<file path="config.mk">
export PLATFORM = sky130hd
export DESIGN_NAME = uart_cmd_ctrl_flat
export DESIGN_NICKNAME = d
export VERILOG_FILES = /design/src/rtl/uart_cmd_ctrl_if.sv /design/src/rtl/uart_cmd_ctrl.sv /design/src/flat_wrapper.sv
export SDC_FILE = /design/constraint.sdc
export NUM_CORES = 1
export LEC_CHECK = 0
export CAP_MARGIN = 20
export CORE_AREA = 4 4 111 113
export DETAILED_ROUTE_END_ITERATION = 6
export DIE_AREA = 0 0 115 117
export PLACE_DENSITY = 0.7
export SETUP_SLACK_MARGIN = 0.3
export SYNTH_ARGS = -nofsm -noshare
export SYNTH_HDL_FRONTEND = slang
export SYNTH_SLANG_ARGS = --single-unit
export TNS_END_PERCENT = 100
</file>
<file path="constraint.sdc">
create_clock -name i_clk -period 3.18 [get_ports i_clk]
set_input_delay 0.477 -clock i_clk [delete_from_list [all_inputs] [get_ports i_clk]]
set_output_delay 0.477 -clock i_clk [all_outputs]
set_load 0.02 [all_outputs]
</file>
<file path="src/rtl/uart_cmd_ctrl_if.sv">
// Interface bundling the UART receive strobe, register request/ack bus and
// transmit valid/ready handshake used by uart_cmd_ctrl.
//   master : the command controller (drives o_* signals)
//   slave  : the surrounding UART and register map (drives i_* signals)
// Signal names follow the controller's point of view.
interface uart_cmd_ctrl_if #(
    parameter int unsigned ADDR_WIDTH = 8
);
    logic                  i_rx_dv;
    logic [7:0]            i_rx_byte;
    logic                  i_rx_error;
    logic                  o_reg_wr;
    logic                  o_reg_rd;
    logic [ADDR_WIDTH-1:0] o_reg_addr;
    logic [7:0]            o_reg_wdata;
    logic [7:0]            i_reg_rdata;
    logic                  i_reg_ack;
    logic                  o_tx_valid;
    logic [7:0]            o_tx_byte;
    logic                  i_tx_ready;

    modport master (
        input  i_rx_dv, i_rx_byte, i_rx_error, i_reg_rdata, i_reg_ack, i_tx_ready,
        output o_reg_wr, o_reg_rd, o_reg_addr, o_reg_wdata, o_tx_valid, o_tx_byte
    );

    modport slave (
        output i_rx_dv, i_rx_byte, i_rx_error, i_reg_rdata, i_reg_ack, i_tx_ready,
        input  o_reg_wr, o_reg_rd, o_reg_addr, o_reg_wdata, o_tx_valid, o_tx_byte
    );
endinterface

</file>
<file path="src/rtl/uart_cmd_ctrl.sv">
// UART command controller. Parses 5-byte frames (SYNC, CMD, ADDR, DATA, CHK)
// from the UART receiver, performs a register write (CMD 01) or read (CMD 02)
// on the request/ack bus and returns a 2-byte response (status, rdata).
// Ports:
//   i_clk, i_rst_n : clock, asynchronous active-low reset
//   io_bus         : rx strobe/byte/error, register bus, tx handshake
//   o_busy         : high whenever the FSM is not hunting for SYNC
//   o_err_cnt      : saturating count of error events
module uart_cmd_ctrl #(
    parameter logic [7:0]  SYNC_BYTE    = 8'hA5,
    parameter int unsigned BYTE_TIMEOUT = 50000,
    parameter int unsigned ACK_TIMEOUT  = 1024,
    parameter int unsigned ADDR_WIDTH   = 8
) (
    input  logic                   i_clk,
    input  logic                   i_rst_n,
    uart_cmd_ctrl_if.master        io_bus,
    output logic                   o_busy,
    output logic [7:0]             o_err_cnt
);

    localparam int unsigned BT_W = (BYTE_TIMEOUT > 2) ? $clog2(BYTE_TIMEOUT) : 1;
    localparam int unsigned AT_W = (ACK_TIMEOUT > 2) ? $clog2(ACK_TIMEOUT) : 1;
    localparam logic [BT_W-1:0] BT_LAST = BT_W'(BYTE_TIMEOUT - 1);
    localparam logic [AT_W-1:0] AT_LAST = AT_W'(ACK_TIMEOUT - 1);

    localparam logic [7:0] CMD_WR = 8'h01;
    localparam logic [7:0] CMD_RD = 8'h02;
    localparam logic [7:0] ST_ACK = 8'h06;
    localparam logic [7:0] ST_NAK = 8'h15;

    typedef enum logic [3:0] {
        StHunt, StGetCmd, StGetAddr, StGetData, StGetChk,
        StExec, StWaitAck, StRespStat, StRespData
    } state_e;

    state_e                r_state;
    logic [7:0]            r_cmd, r_addr, r_data, r_chk;
    logic [7:0]            r_rdata;
    logic [BT_W-1:0]       r_byte_tmr;
    logic [AT_W-1:0]       r_ack_tmr;
    logic                  r_rx_err_q;
    logic [7:0]            r_err_cnt;
    logic                  r_reg_wr, r_reg_rd;
    logic [ADDR_WIDTH-1:0] r_reg_addr;
    logic [7:0]            r_reg_wdata;
    logic                  r_tx_valid;
    logic [7:0]            r_tx_byte;

    logic w_rx_rise, w_get, w_byte_to, w_ack_to, w_bad, w_tx_hs, w_err_evt;

    assign w_rx_rise = io_bus.i_rx_error & ~r_rx_err_q;
    assign w_get     = (r_state == StGetCmd) || (r_state == StGetAddr) ||
                       (r_state == StGetData) || (r_state == StGetChk);
    assign w_byte_to = (r_byte_tmr == BT_LAST);
    assign w_ack_to  = (r_ack_tmr == AT_LAST);
    assign w_bad     = ((r_cmd ^ r_addr ^ r_data) != r_chk) ||
                       ((r_cmd != CMD_WR) && (r_cmd != CMD_RD));
    assign w_tx_hs   = r_tx_valid & io_bus.i_tx_ready;

    // All error sources OR together so coincident events count once.
    always_comb begin
        w_err_evt = w_rx_rise;
        unique case (r_state)
            StGetCmd, StGetAddr, StGetData, StGetChk:
                if (!io_bus.i_rx_dv && w_byte_to) w_err_evt = 1'b1;
            StExec:
                if (io_bus.i_rx_dv || w_bad) w_err_evt = 1'b1;
            StWaitAck:
                if (io_bus.i_rx_dv || (!io_bus.i_reg_ack && w_ack_to)) w_err_evt = 1'b1;
            StRespStat, StRespData:
                if (io_bus.i_rx_dv) w_err_evt = 1'b1;
            default: ;
        endcase
    end

    always_ff @(posedge i_clk or negedge i_rst_n) begin
        if (!i_rst_n) begin
            r_state     <= StHunt;
            r_cmd       <= 8'h00;
            r_addr      <= 8'h00;
            r_data      <= 8'h00;
            r_chk       <= 8'h00;
            r_rdata     <= 8'h00;
            r_byte_tmr  <= '0;
            r_ack_tmr   <= '0;
            r_rx_err_q  <= 1'b0;
            r_err_cnt   <= 8'h00;
            r_reg_wr    <= 1'b0;
            r_reg_rd    <= 1'b0;
            r_reg_addr  <= '0;
            r_reg_wdata <= 8'h00;
            r_tx_valid  <= 1'b0;
            r_tx_byte   <= 8'h00;
        end else begin
            r_rx_err_q <= io_bus.i_rx_error;
            if (w_err_evt && (r_err_cnt != 8'hFF)) r_err_cnt <= r_err_cnt + 8'd1;

            // Cleared in HUNT so it starts from zero on entry to GET_CMD.
            if (io_bus.i_rx_dv || !w_get) r_byte_tmr <= '0;
            else                          r_byte_tmr <= r_byte_tmr + 1'b1;

            if (r_state == StWaitAck) r_ack_tmr <= r_ack_tmr + 1'b1;
            else                      r_ack_tmr <= '0;

            unique case (r_state)
                StHunt: begin
                    if (io_bus.i_rx_dv && (io_bus.i_rx_byte == SYNC_BYTE)) r_state <= StGetCmd;
                end
                StGetCmd, StGetAddr, StGetData, StGetChk: begin
                    if (w_rx_rise) begin
                        r_state <= StHunt;
                    end else if (io_bus.i_rx_dv) begin
                        unique case (r_state)
                            StGetCmd:  begin r_cmd  <= io_bus.i_rx_byte; r_state <= StGetAddr; end
                            StGetAddr: begin r_addr <= io_bus.i_rx_byte; r_state <= StGetData; end
                            StGetData: begin r_data <= io_bus.i_rx_byte; r_state <= StGetChk;  end
                            default:   begin r_chk  <= io_bus.i_rx_byte; r_state <= StExec;    end
                        endcase
                    end else if (w_byte_to) begin
                        r_state <= StHunt;
                    end
                end
                StExec: begin
                    if (w_bad) begin
                        r_rdata    <= 8'h00;
                        r_tx_valid <= 1'b1;
                        r_tx_byte  <= ST_NAK;
                        r_state    <= StRespStat;
                    end else begin
                        r_reg_wr    <= (r_cmd == CMD_WR);
                        r_reg_rd    <= (r_cmd == CMD_RD);
                        r_reg_addr  <= r_addr[ADDR_WIDTH-1:0];
                        r_reg_wdata <= r_data;
                        r_state     <= StWaitAck;
                    end
                end
                StWaitAck: begin
                    if (io_bus.i_reg_ack) begin
                        r_reg_wr   <= 1'b0;
                        r_reg_rd   <= 1'b0;
                        r_rdata    <= r_reg_rd ? io_bus.i_reg_rdata : 8'h00;
                        r_tx_valid <= 1'b1;
                        r_tx_byte  <= ST_ACK;
                        r_state    <= StRespStat;
                    end else if (w_ack_to) begin
                        r_reg_wr   <= 1'b0;
                        r_reg_rd   <= 1'b0;
                        r_rdata    <= 8'h00;
                        r_tx_valid <= 1'b1;
                        r_tx_byte  <= ST_NAK;
                        r_state    <= StRespStat;
                    end
                end
                StRespStat: begin
                    if (w_tx_hs) begin
                        r_tx_byte <= r_rdata;
                        r_state   <= StRespData;
                    end
                end
                StRespData: begin
                    if (w_tx_hs) begin
                        r_tx_valid <= 1'b0;
                        r_tx_byte  <= 8'h00;
                        r_state    <= StHunt;
                    end
                end
                default: r_state <= StHunt;
            endcase
        end
    end

    assign io_bus.o_reg_wr    = r_reg_wr;
    assign io_bus.o_reg_rd    = r_reg_rd;
    assign io_bus.o_reg_addr  = r_reg_addr;
    assign io_bus.o_reg_wdata = r_reg_wdata;
    assign io_bus.o_tx_valid  = r_tx_valid;
    assign io_bus.o_tx_byte   = r_tx_byte;
    assign o_busy             = (r_state != StHunt);
    assign o_err_cnt          = r_err_cnt;

endmodule

</file>
<file path="src/flat_wrapper.sv">
// flat-port wrapper written by rule: the top's interface ports become plain ports
module uart_cmd_ctrl_flat 
#(
    parameter logic [7:0]  SYNC_BYTE    = 8'hA5,
    parameter int unsigned BYTE_TIMEOUT = 50000,
    parameter int unsigned ACK_TIMEOUT  = 1024,
    parameter int unsigned ADDR_WIDTH   = 8
)
  (i_clk, i_rst_n, o_busy, o_err_cnt, io_bus_i_rx_dv, io_bus_i_rx_byte, io_bus_i_rx_error, io_bus_i_reg_rdata, io_bus_i_reg_ack, io_bus_i_tx_ready, io_bus_o_reg_wr, io_bus_o_reg_rd, io_bus_o_reg_addr, io_bus_o_reg_wdata, io_bus_o_tx_valid, io_bus_o_tx_byte);
  uart_cmd_ctrl_if #(.ADDR_WIDTH(ADDR_WIDTH)) io_bus_i ();
  input  logic i_clk;
  input  logic i_rst_n;
  output logic o_busy;
  output logic [7:0] o_err_cnt;
  input wire logic [$bits(io_bus_i.i_rx_dv)-1:0] io_bus_i_rx_dv;
  input wire logic [$bits(io_bus_i.i_rx_byte)-1:0] io_bus_i_rx_byte;
  input wire logic [$bits(io_bus_i.i_rx_error)-1:0] io_bus_i_rx_error;
  input wire logic [$bits(io_bus_i.i_reg_rdata)-1:0] io_bus_i_reg_rdata;
  input wire logic [$bits(io_bus_i.i_reg_ack)-1:0] io_bus_i_reg_ack;
  input wire logic [$bits(io_bus_i.i_tx_ready)-1:0] io_bus_i_tx_ready;
  output wire logic [$bits(io_bus_i.o_reg_wr)-1:0] io_bus_o_reg_wr;
  output wire logic [$bits(io_bus_i.o_reg_rd)-1:0] io_bus_o_reg_rd;
  output wire logic [$bits(io_bus_i.o_reg_addr)-1:0] io_bus_o_reg_addr;
  output wire logic [$bits(io_bus_i.o_reg_wdata)-1:0] io_bus_o_reg_wdata;
  output wire logic [$bits(io_bus_i.o_tx_valid)-1:0] io_bus_o_tx_valid;
  output wire logic [$bits(io_bus_i.o_tx_byte)-1:0] io_bus_o_tx_byte;
  assign io_bus_i.i_rx_dv = io_bus_i_rx_dv;
  assign io_bus_i.i_rx_byte = io_bus_i_rx_byte;
  assign io_bus_i.i_rx_error = io_bus_i_rx_error;
  assign io_bus_i.i_reg_rdata = io_bus_i_reg_rdata;
  assign io_bus_i.i_reg_ack = io_bus_i_reg_ack;
  assign io_bus_i.i_tx_ready = io_bus_i_tx_ready;
  assign io_bus_o_reg_wr = io_bus_i.o_reg_wr;
  assign io_bus_o_reg_rd = io_bus_i.o_reg_rd;
  assign io_bus_o_reg_addr = io_bus_i.o_reg_addr;
  assign io_bus_o_reg_wdata = io_bus_i.o_reg_wdata;
  assign io_bus_o_tx_valid = io_bus_i.o_tx_valid;
  assign io_bus_o_tx_byte = io_bus_i.o_tx_byte;
  uart_cmd_ctrl #(.SYNC_BYTE(SYNC_BYTE), .BYTE_TIMEOUT(BYTE_TIMEOUT), .ACK_TIMEOUT(ACK_TIMEOUT), .ADDR_WIDTH(ADDR_WIDTH)) u_core (.i_clk(i_clk), .i_rst_n(i_rst_n), .io_bus(io_bus_i), .o_busy(o_busy), .o_err_cnt(o_err_cnt));
endmodule
</file>
==> flow_summary.ini <==
[run_status]
outcome = complete, no violations

[placed_design]
dp_hpwl_mm = 7.57
place_area_um2 = 5740
place.gp.congestion = 0.817
portBuffers = 57

[setup_path]
cp.required_ns = 2.70
startpoint_type = flop
crit_arrival_ns = 2.18
crit_type = reg2out
crit_path_end_kind = primary output
crit_fanout = 16

[sta]
setup_viol = 0
fin_skew_ns = 0.00950
slew_violations = 0
fin_crit_ns = 2.65
hold_viol = 0
slew_headroom = 0.517
rsz0062_at_grt = false
fmax_ghz = 0.377
fin_crit_sh = 0.835
worst_pin_slew_ns = 0.725
setup_tns_ns = 0

[logic_synthesis]
synth.distinct_cells = 53
synth-edff-count = 0
ys_ff_latch = 106
synth.yosys.seq_area_share = 0.532
synth_top_cell_by_area = dfrtp_1
yosysWarnings = 0
synth_top_area_frac = 0.532
synth_area_um2 = 4980
ys_top_cells_by_area = dfrtp_1, mux2_2, xnor2_1
syn-num-nets = 454
syn-mean-instance-area_um2 = 11.6
syn_inst = 429
synthFlopType = dfrtp_1
async_reset_ff_frac = 1.00

[clock_tree]
clock_latency_ns = 0.34
cts_root_buffer = clkbuf_16
cts.sinks = 106
cts_setup_buffers = 0
cts_resized = 0
cts_tree = built
clockBufferDepth = 2
htreeDepth = 3
path_clk_slew_ns = 0.07
numCtsBuffers = 9
hold_buffers = 0

[die]
die_x_um = 115
core-area_um2 = 11300
initial_core_util = 0.440
dieArea_um2 = 13500
io_pins = 58
num_rows = 39
die_h_um = 117

[power_and_ir_drop]
max-vdd-ir-drop_v = 0.000378
leakage_nw = 2.64
cellPowerDensity_nw_per_um2 = 868

[global_routing]
grt_max_degree = 56
grt_antenna_before_repair = 0
grtUsageTotal = 0.168
grt_pass1_vias = 3586
grt_pass1_wl_mm = 18.0
grt-ovfl-total = 0

[flow_run]
maxCapViolCount = 0

[finish]
final_common_cell = dfrtp_1
nNetsFinal = 519
antennaDiodeCount = 0
areaGrowthSynthToFinish_pct = 22.2
final_cell_mix = dfrtp_1, clkdlybuf4s50_1, mux2_2, nor2_1
final_area_um2 = 6090
drive_gt1_frac = 0.156
fillers = 996

[drt]
antenna_left = 0
vias = 3448
wirelength_mm = 10.6
first_iter_violations = 192
drt_drc_violations_left = 0
via_per_inst = 5.37
wl_per_cell_um = 16.5
first_pass_iters = 4

[min_path]
min_path_type = in2async
==> metal layers <==
layer | routed length (um) | GRT usage | vias up | share of wire
met3 | 512 | 0.0401 | 10 | 0.048
met2 | 5020 | 0.270 | 70 | 0.48
met1 | 4910 | 0.230 | 1720 | 0.46
li1 | - | - | 1648 | -
met5 | 0 | 0 | - | 0
met4 | 122 | 0.0485 | 0 | 0.012
==> path summary, 6_finish.rpt <==
path | to | from | depth (start not counted) | slack, ns
worst max-delay path | o_busy | u_core.r_state[1] | 3 | 0.53
worst min-delay path | u_core.io_bus.o_tx_byte[6] | i_rst_n | 1 | 0.19
worst max register to register | u_core.o_err_cnt[1] | u_core.r_state[1] | 6 | 0.79
worst min register to register | u_core.r_byte_tmr[0] | u_core.r_byte_tmr[0] | 1 | 0.45
max in group asynchronous | u_core.r_byte_tmr[7] | i_rst_n | 2 | 2.22
min in group i_clk | u_core.r_byte_tmr[0] | u_core.r_byte_tmr[0] | 1 | 0.45
==> synth_stat cells, types with 2 or more instances <==
master,number
a22oi_1,9
inv_1,11
nand3_1,16
o211ai_1,2
a31oi_1,2
nand2b_1,5
a21oi_1,7
and4_1,3
a211oi_1,5
xnor2_1,27
or3_1,2
nand2_1,27
mux2_1,9
a22o_1,6
and2_1,4
mux2_2,41
o21ai_0,24
nor4_1,2
nor2b_1,4
and3_1,12
xor2_1,24
buf_2,4
nand3b_1,2
nand4_1,3
dfrtp_1,106
clkbuf_1,5
nor3_1,2
ha_1,3
nor2_1,38
==> registers in the layout (all words and copies together), names as in the netlist <==
name / count
u_core.r_addr: 8
u_core.io_bus.o_reg_addr: 8
u_core.r_data: 8
u_core.r_byte_tmr: 16
u_core.io_bus.o_reg_wr: 1
u_core.r_cmd: 8
u_core.io_bus.o_tx_valid: 1
u_core.r_rx_err_q: 1
u_core.r_chk: 8
u_core.io_bus.o_reg_rd: 1
u_core.r_state: 4
u_core.o_err_cnt: 8
u_core.io_bus.o_tx_byte: 8
u_core.r_rdata: 8
u_core.r_ack_tmr: 10
u_core.io_bus.o_reg_wdata: 8
==> logic make-up after synthesis <==
| logic type | count (synthesis) | synth area share |
|---|---|---|
| adder cells (fa/ha/maj) | 3 | 0.00753 |
| XOR/XNOR | 51 | 0.0896 |
| multiplexers | 51 | 0.116 |
| AO/OA/AOI/OAI | 64 | 0.0914 |
| AND/OR/NAND/NOR | 132 | 0.145 |
| flip-flops | 106 | 0.532 |
| buffers and inverters | 22 | 0.0183 |
==> where the power goes <==
part	switching (W)	leakage, nW	internal, W
registers	0.000414	1.37	0.00174
clock network	0.000480	0.171	0.000797
logic	0.000957	1.10	0.000906
total	0.00185	2.64	0.00344
==> critical path: stages (launching register included) <==
cell             delay, ns
dfrtp_1               0.55
or3_1                 0.51
nand2b_1              0.20
clkdlybuf4s50_1       0.58
==> per-stage QoR <==
step | util | hold slack (ns) | total power [W] | setup slack (ns) | std cells
global route | 0.538 | 0.252 | 0.00563 | 0.396 | 642
CTS | 0.538 | 0.207 | 0.00535 | 0.526 | 642
finish | 0.538 | 0.192 | 0.00529 | 0.526 | 642
detailed placement | 0.507 | 0.444 | 0.00405 | 0.657 | 626
global placement | 0.507 | 0.438 | 0.00396 | 0.749 | 626
floorplan | - | 0.181 | 0.00342 | 1.09 | 429
==> cell type report <==
cell class / count / area [um2] / area share
clock inverters: 5 / 108 / 0.0177
multi-input cells: 301 / 2240 / 0.368
inverters: 11 / 41.3 / 0.00678
flip-flops and latches: 106 / 2650 / 0.435
clock buffers: 11 / 243 / 0.0398
well taps: 143 / 179 / 0.0294
repair buffers: 65 / 628 / 0.103
Power figures use the tool's default switching activity.
